File: src/rtl/apb_host_pkg.sv
// Shared types for the APB host sequencer: command opcodes, FSM states and the
// k-means RegFile register map.
package apb_host_pkg;

  typedef enum logic [1:0] {
    CMD_WRITE    = 2'd0,
    CMD_READ     = 2'd1,
    CMD_WAIT_IRQ = 2'd2
  } cmd_op_t;

  typedef enum logic [2:0] {
    S_IDLE     = 3'd0,
    S_SETUP    = 3'd1,
    S_ACCESS   = 3'd2,
    S_WAIT_IRQ = 3'd3,
    S_RESP     = 3'd4
  } state_t;

  typedef enum logic [3:0] {
    internal_status = 4'd0,
    go              = 4'd1,
    cent_1          = 4'd2,
    cent_2          = 4'd3,
    cent_3          = 4'd4,
    cent_4          = 4'd5,
    cent_5          = 4'd6,
    cent_6          = 4'd7,
    cent_7          = 4'd8,
    cent_8          = 4'd9,
    ram_addr        = 4'd10,
    ram_data        = 4'd11,
    first_ram_addr  = 4'd12,
    last_ram_addr   = 4'd13
  } regfile_addr_t;

  // WRITE and READ are the only opcodes that produce an APB transfer.
  function automatic logic is_xfer_op(input logic [1:0] op);
    return (op == CMD_WRITE) || (op == CMD_READ);
  endfunction

endpackage

File: src/rtl/apb_timeout_cnt.sv
// Saturating cycle counter that flags the last permitted cycle of a wait.
// TIMEOUT_CYCLES = 0 disables expiry entirely.
module apb_timeout_cnt #(
  parameter int unsigned TIMEOUT_CYCLES = 64
) (
  input  logic clk,
  input  logic rst,
  input  logic clear,
  input  logic enable,
  output logic expired
);

  localparam int unsigned CW = (TIMEOUT_CYCLES < 2) ? 1 : $clog2(TIMEOUT_CYCLES + 1);
  localparam logic [CW-1:0] LIMIT = CW'((TIMEOUT_CYCLES == 0) ? 0 : TIMEOUT_CYCLES - 1);

  logic [CW-1:0] cnt_q, cnt_d;

  always_comb begin
    cnt_d = cnt_q;
    if (clear) begin
      cnt_d = '0;
    end else if (enable && (cnt_q != LIMIT)) begin
      cnt_d = cnt_q + 1'b1;
    end
  end

  always_ff @(posedge clk) begin
    if (rst) begin
      cnt_q <= '0;
    end else begin
      cnt_q <= cnt_d;
    end
  end

  // Count value k means this is the (k+1)-th waiting cycle.
  assign expired = (TIMEOUT_CYCLES != 0) && enable && (cnt_q == LIMIT);

endmodule

File: src/rtl/apb_host_sequencer.sv
// APB requester: turns a WRITE/READ/WAIT_IRQ command stream into APB transfers
// or interrupt waits against the k-means RegFile, one response per command.
module apb_host_sequencer
  import apb_host_pkg::*;
#(
  parameter int unsigned addrWidth      = 9,
  parameter int unsigned dataWidth      = 91,
  parameter int unsigned TIMEOUT_CYCLES = 64
) (
  input  logic                 clk,
  input  logic                 rst,
  input  logic                 cmd_valid,
  output logic                 cmd_ready,
  input  logic [1:0]           cmd_op,
  input  logic [addrWidth-1:0] cmd_addr,
  input  logic [dataWidth-1:0] cmd_data,
  output logic                 rsp_valid,
  input  logic                 rsp_ready,
  output logic [dataWidth-1:0] rsp_data,
  output logic                 rsp_err,
  output logic [addrWidth-1:0] paddr,
  output logic                 pwrite,
  output logic                 psel,
  output logic                 penable,
  output logic [dataWidth-1:0] pwdata,
  input  logic [dataWidth-1:0] prdata,
  input  logic                 pready,
  input  logic                 interupt,
  output logic                 busy
);

  state_t                 state_q, state_d;
  logic [addrWidth-1:0]   paddr_q, paddr_d;
  logic [dataWidth-1:0]   pwdata_q, pwdata_d;
  logic [dataWidth-1:0]   rsp_data_q, rsp_data_d;
  logic                   pwrite_q, pwrite_d;
  logic                   rsp_err_q, rsp_err_d;
  logic                   psel_q, penable_q, rsp_valid_q, busy_q;
  logic                   irq_seen_q, irq_clr;
  logic                   tmo_active, tmo_expired;

  assign tmo_active = (state_q == S_ACCESS) || (state_q == S_WAIT_IRQ);

  apb_timeout_cnt #(
    .TIMEOUT_CYCLES(TIMEOUT_CYCLES)
  ) u_tmo (
    .clk    (clk),
    .rst    (rst),
    .clear  (!tmo_active),
    .enable (tmo_active),
    .expired(tmo_expired)
  );

  assign cmd_ready = (state_q == S_IDLE) && !rst;

  always_comb begin
    state_d    = state_q;
    paddr_d    = paddr_q;
    pwdata_d   = pwdata_q;
    pwrite_d   = pwrite_q;
    rsp_data_d = rsp_data_q;
    rsp_err_d  = rsp_err_q;
    irq_clr    = 1'b0;

    case (state_q)
      S_IDLE: begin
        if (cmd_valid && cmd_ready) begin
          rsp_data_d = '0;
          rsp_err_d  = 1'b0;
          if (is_xfer_op(cmd_op)) begin
            paddr_d  = cmd_addr;
            pwdata_d = cmd_data;
            pwrite_d = (cmd_op == CMD_WRITE);
            state_d  = S_SETUP;
          end else if (cmd_op == CMD_WAIT_IRQ) begin
            state_d = S_WAIT_IRQ;
          end else begin
            rsp_err_d = 1'b1;
            state_d   = S_RESP;
          end
        end
      end

      S_SETUP: state_d = S_ACCESS;

      S_ACCESS: begin
        // A ready slave wins over a timeout landing on the same cycle.
        if (pready) begin
          if (!pwrite_q) begin
            rsp_data_d = prdata;
          end
          state_d = S_RESP;
        end else if (tmo_expired) begin
          rsp_err_d = 1'b1;
          state_d   = S_RESP;
        end
      end

      S_WAIT_IRQ: begin
        if (irq_seen_q || interupt) begin
          irq_clr = 1'b1;
          state_d = S_RESP;
        end else if (tmo_expired) begin
          rsp_err_d = 1'b1;
          state_d   = S_RESP;
        end
      end

      S_RESP: begin
        if (rsp_ready) begin
          state_d = S_IDLE;
        end
      end

      default: state_d = S_IDLE;
    endcase
  end

  // Bus and response flags are decoded from the next state so they leave a flop.
  always_ff @(posedge clk) begin
    if (rst) begin
      state_q     <= S_IDLE;
      paddr_q     <= '0;
      pwdata_q    <= '0;
      pwrite_q    <= 1'b0;
      rsp_data_q  <= '0;
      rsp_err_q   <= 1'b0;
      psel_q      <= 1'b0;
      penable_q   <= 1'b0;
      rsp_valid_q <= 1'b0;
      busy_q      <= 1'b0;
      irq_seen_q  <= 1'b0;
    end else begin
      state_q     <= state_d;
      paddr_q     <= paddr_d;
      pwdata_q    <= pwdata_d;
      pwrite_q    <= pwrite_d;
      rsp_data_q  <= rsp_data_d;
      rsp_err_q   <= rsp_err_d;
      psel_q      <= (state_d == S_SETUP) || (state_d == S_ACCESS);
      penable_q   <= (state_d == S_ACCESS);
      rsp_valid_q <= (state_d == S_RESP);
      busy_q      <= (state_d != S_IDLE);
      // An interrupt coinciding with the clear must not be lost.
      irq_seen_q  <= interupt | (irq_seen_q & ~irq_clr);
    end
  end

  assign paddr     = paddr_q;
  assign pwdata    = pwdata_q;
  assign pwrite    = pwrite_q;
  assign psel      = psel_q;
  assign penable   = penable_q;
  assign rsp_valid = rsp_valid_q;
  assign rsp_data  = rsp_data_q;
  assign rsp_err   = rsp_err_q;
  assign busy      = busy_q;

endmodule

File: config.mk
export PLATFORM = sky130hd
export DESIGN_NAME = apb_host_sequencer
export DESIGN_NICKNAME = d
export VERILOG_FILES = /design/src/rtl/apb_host_pkg.sv /design/src/rtl/apb_timeout_cnt.sv /design/src/rtl/apb_host_sequencer.sv
export SDC_FILE = /design/constraint.sdc
export NUM_CORES = 1
export LEC_CHECK = 0
export BUFFER_PORTS_ARGS = -buffer_cell sky130_fd_sc_hd__buf_4
export CORE_AREA = 3 3 152 154
export DETAILED_ROUTE_END_ITERATION = 8
export DIE_AREA = 0 0 155 157
export PLACE_DENSITY = 0.74
export REMOVE_ABC_BUFFERS = 1
export SLEW_MARGIN = 20
export SYNTH_ARGS = -nofsm -noshare
export SYNTH_HDL_FRONTEND = slang
export SYNTH_SLANG_ARGS = --single-unit
File: constraint.sdc
create_clock -name clk -period 1.45 [get_ports clk]
set_input_delay 0.2175 -clock clk [delete_from_list [all_inputs] [get_ports clk]]
set_output_delay 0.2175 -clock clk [all_outputs]
set_load 0.01 [all_outputs]
Word level (Yosys, flattened, before mapping):

Index checks and enable logic that the tools add are counted.

* bits in registers: 208
* input bits: 199
* output and inout bits: 198
* word-level logic and storage cells: 72

* add/sub/neg operators: 1
* eq/ne operators: 16
* muxes and demuxes: 21
* bitwise gates (word level): 4
* reductions and logical operators: 18

Operators by type and width (count)
* $mux W91: 3
* $pmux W91 S2: 1
* $mux W3: 7
* $pmux W3 S5: 1
* $eq A3 B2 Y1 const B: 3
* $mux W1: 8
* $ne A2 B2 Y1 const B: 4
* $reduce_and A4 Y1: 2
* $add A7 B1 Y7 const B: 1
* $eq A7 B6 Y1 const B: 1
* $ne A7 B6 Y1 const B: 1
* $eq A3 B1 Y1 const B: 2
* $eq A3 B3 Y1 const B: 2
* $reduce_bool A3 Y1: 2
* $logic_and A1 B1 Y1: 4
* $logic_or A1 B1 Y1: 4
* $logic_not A3 Y1: 1
* $pmux W1 S3: 1
* $reduce_and A3 Y1: 1
* $eq A2 B1 Y1 const B: 1
* $eq A2 B2 Y1 const B: 1
* $logic_not A2 Y1: 1
* $ne A2 B1 Y1 const B: 1
* $not A1 Y1: 2
* 5 further kinds: 5

Depth between registers and ports, before layout:

* depth in word-level cells: 8
* depth in mapped cells: 7
* mapped depth without buffers: 5

Hierarchy:

Synthesis repeated with hierarchy kept, for this count alone.

* cells, all modules: 934
* area, all modules: 7567.3 um^2

Modules (own cells, without submodules)
* apb_host_sequencer: times used 1, cells an instance 895, area each 7221.9 um^2, seq. area each 4023.9 um^2
* apb_timeout_cnt: times used 1, cells an instance 39, area each 345.3 um^2, seq. area each 140.1 um^2

Worst setup path before layout:

No wires, ideal clock.

* kind: register to register
* from: register state_q[1]
* to: register pwdata_q[74], in the netlist pwdata[74]
* setup time: 0.143 ns
* data arrival time: 1.561 ns
* required time: 1.307 ns
* setup slack: -0.254 ns
* cell stages (with the launch flop): 8
* buffers on the path: 3
* period minus slack after synthesis: 1.704 ns
* cell sequence: dfxtp_1 -> buf_6 -> nor4_4 -> nand3b_1 -> clkbuf_1 -> clkbuf_1 -> nand2_1 -> a21oi_2

* longest elaborated chain between the ends: 4

Ends and longest elaborated chain
* from (decl): RTL line apb_host_sequencer.sv:32 `state_t state_q, state_d;`
* from (signal assigned): RTL line apb_host_sequencer.sv:134 `state_q <= state_d;`
* $logic_not A3 Y1: RTL line apb_host_sequencer.sv:54 `assign cmd_ready = (state_q == S_IDLE) && !rst;`
* $logic_and A1 B1 Y1: RTL line apb_host_sequencer.sv:54
* named net cmd_ready: RTL line apb_host_sequencer.sv:13 `output logic cmd_ready,`
* $logic_and A1 B1 Y1: RTL line apb_host_sequencer.sv:67 `if (cmd_valid && cmd_ready) begin`
* $reduce_and A3 Y1 (no source line)
* to (signal assigned): RTL line apb_host_sequencer.sv:136 `pwdata_q <= pwdata_d;`
* to (decl): RTL line apb_host_sequencer.sv:34 `logic [dataWidth-1:0] pwdata_q, pwdata_d;`

The timed path passes the listed nets, and every way through them passes these cells.
A chain may end at the register's enable or synchronous reset.

Worst setup path in the final report:

* from: register state_q[2]
* to: register rsp_data_q[15], in the netlist rsp_data[15]

* longest elaborated chain between the ends: 5
* elaborated cells between the ends (all ways): 10
* those cells by class: eq/ne (4); mux (1); reduce/logical (5)

Ends and longest elaborated chain
* $logic_not A3 Y1: RTL line apb_host_sequencer.sv:54, apb_host_sequencer.sv:65
* $logic_and A1 B1 Y1: RTL line apb_host_sequencer.sv:54
* $logic_and A1 B1 Y1: RTL line apb_host_sequencer.sv:67
* $ne A2 B1 Y1 (no source line)
* $reduce_and A4 Y1 (no source line)
* to (signal assigned): RTL line apb_host_sequencer.sv:138 `rsp_data_q <= rsp_data_d;`
* to (decl): RTL line apb_host_sequencer.sv:35 `logic [dataWidth-1:0] rsp_data_q, rsp_data_d;`

Parallel ways exist; a longest one is shown, timed or not.

==> results.cfg <==
[cts]
clock_latency_ps = 510
cts.sinks = 208
cts_tree = built
h-tree-depth = 1
numCtsBuffers = 23
clk_pin_slew_ps = 70
root_buffer = clkbuf_16
clk_path_buf_depth = 3

[timing]
final_hold_viol_count = 0
rsz0062_at_grt = yes
worst_pin_slew_ps = 749
hold-worst-slack_ps = 15.0
fin_ws_ps = -373
skew_ps = 9.18
period_share_pct = 126
maxSlewHeadroom_pct = 50.1
timing.fmax_mhz = 549
fin_setup_tns_ps = -53260
maxSlewViolCount = 0
setup_viol = 196
period_needed_ps = 1820

[yosys]
synth-compound-area-share_pct = 16.7
synth_xor_area_share_pct = 0.110
ys_ff_latch = 208
yosys.area.top_type = dfxtp_1
synth_common_cells = nand2_1, dfxtp_1, a21oi_1, nand3_1
synth-async-reset-ratio_pct = 0
synthAdderAreaFrac_pct = 0.158
ys.flop_type = dfxtp_1
yosys-top-cells-area = dfxtp_1, nand2_1, a21oi_1
synth_simple_gate_area_share_pct = 23.7
synth_top_family_by_area = simple AND/OR/NAND/NOR gates
syn_area_per_cell_um2 = 8.54
syn_inst = 930
synthDistinctLibCells = 42
synth-edff-count = 0
yosysSeqAreaShare_pct = 52.4
synth_area_um2 = 7940
yosysMostFrequentCell = nand2_1
yosys.area.top_type_share_pct = 52.4
yosysWarnings = 0
synthMuxAreaShare_pct = 0.126

[drt]
drt_wl_total_um = 43500
top_layer = met4
met3WireLength_um = 3760
drc_errors = 0
wl_per_cell_um = 23.2
drtIter0Drc = 764
wl_met2_um = 21900
vias = 10200
drt_pass1_iterations = 5
wirelength_met1_um = 14800
ant_nets = 0
via_per_inst = 5.45

[worst_setup_path]
reg2reg_slack_ps = -370
cp_max_fo = 5
cp-end-kind = flop
critPathBufInv = 5
max_stage_delay_ps = 340
crit_required_ps = 1810
path_class = flop to flop
cpLargestDelayFamily = buffers and inverters
cp_slowest_cell = nor4_4
rr_worst_depth = 9
crit_arrival_ps = 2190
crit_chain = nor4_4 > buf_4 > buf_6 > a32oi_4 > buf_12 > clkbuf_16 > clkbuf_16 > nand2_1 > a21oi_1
cp-start-kind = flop
crit_path_frequent_cell = clkbuf_16
path_depth = 9

[floorplanning]
die_h_um = 157
start_util_pct = 36.4
fp.dieW_um = 155
ioPinCount = 397
core_um2 = 21800
dieArea_um2 = 24300
row_count = 54

[global_routing]
grt_antenna_before_repair = 2
grt_max_degree = 116
track_usage_pct = 25.9
grt_first_pass_wirelength_um = 51700
grt_pass1_vias = 9630
overflow = 0

[power]
powerDensity_nw_per_um2 = 942
p_leak_nw = 6.80
peakVddDrop_mv = 1.05

[place]
portBuffers = 396
gp_congestion = 0.834
pre_cts_ws_ps = -242
hpwl_um = 18800

[finish]
drive_above_1_share_pct = 53.3
final_util_pct = 75.2
fillers = 1205
final_nets = 1778
synthToLayoutAreaGrowth_pct = 107

[worst_hold_path]
hold_depth = 3
min-delay-path-class = input port to flop

[outcome]
violations = negative setup slack
status = complete, but fails checks

[flow_run]
maxCapViolCount = 0
[worst min-delay path, cell delays in order]
cell and delay [ps]:
buf_4 110, nand3_1 70, a21oi_1 70
[sequential cells by signal (all words and copies together), names as in the netlist]
register and count:
psel 1, paddr 9, state_q 3, u_tmo.cnt_q 7, irq_seen_q 1, pwrite 1, rsp_err 1, penable 1
busy 1, rsp_valid 1, pwdata 91, rsp_data 91
[power breakdown]
part / switching, mW / internal, mW
Sequential: 0.113 / 5.85
Combinational: 1.35 / 1.63
Clock: 2.50 / 4.00
[what timing repair did]
item | in CTS | in global routing
setup endpoints to repair | 201 | 205
cloned | 8 | 35
hold buffers | 189 | 1
pin swaps | 10 | 105
resized for setup | 26 | 280
buffers inserted | 5 | 16
endpoints found under the hold margin | 189 | 1
[cell families (layout without fill, tap and decap cells)]
kind of cell    Yosys count  after routing
xor+xnor                  1              1
simple gates            418            418
compound gates          219            219
other cells               0              5
flops                   208            208
fa+ha+maj                 1              1
buf+inv                  82            745
mux                       1              1
[path summary, 6_finish.rpt]
| kind | end | start |
|---|---|---|
| max reg2reg | rsp_data[15] | state_q[2] |
| max | rsp_data[15] | state_q[2] |
| min | rsp_data[10] | prdata[10] |
| min reg2reg | rsp_data[78] | rsp_data[78] |
[area by class of cell]
cell class	count	area, µm²	share of cell area (%)
Antenna cell	5	12.5	0.0763
Multi-Input combinational cell	640	4230	25.8
Timing Repair Buffer	700	6800	41.4
Clock inverter	10	183	1.11
Inverter	5	18.8	0.114
Tap cell	280	350	2.14
Clock buffer	30	642	3.91
Sequential cell	208	4170	25.4
[layer usage]
metal	vias to the layer above	GRT usage, %
li1	4430	-
met1	4863	28.5
met2	738	47.9
met3	200	5.88
met4	0	10.8
met5	-	0
[per-stage QoR]
step           instance area (µm²)  power (mW)  std cells
2_1_floorplan                 7430        6.55        853
3_3_place_gp                 11400        7.63       1580
3_5_place_dp                 11400        7.64       1580
4_1_cts                      14500        14.6       1822
5_1_grt                      16400        15.8       1875
6_report                     16400        15.5       1878
[cells in the final DEF, fill, tap and decap left out, types with 7 or more instances in the layout]
| cell type | synthesis | routed |
|---|---|---|
| nor2_1 | 9 | 8 |
| buf_8 | 3 | 7 |
| dlygate4sd3_1 | 0 | 190 |
| nand2_2 | 50 | 96 |
| nand3_1 | 94 | 77 |
| buf_4 | 2 | 430 |
| dfxtp_1 | 208 | 203 |
| a21oi_2 | 50 | 112 |
| nand2_1 | 246 | 149 |
| buf_6 | 10 | 12 |
| a21oi_1 | 150 | 88 |
| clkbuf_16 | 0 | 48 |
| nand3_2 | 0 | 15 |
| buf_16 | 0 | 8 |
| nand2_4 | 0 | 51 |
| buf_12 | 6 | 25 |
Note: power is estimated with default switching activity, not from simulation.
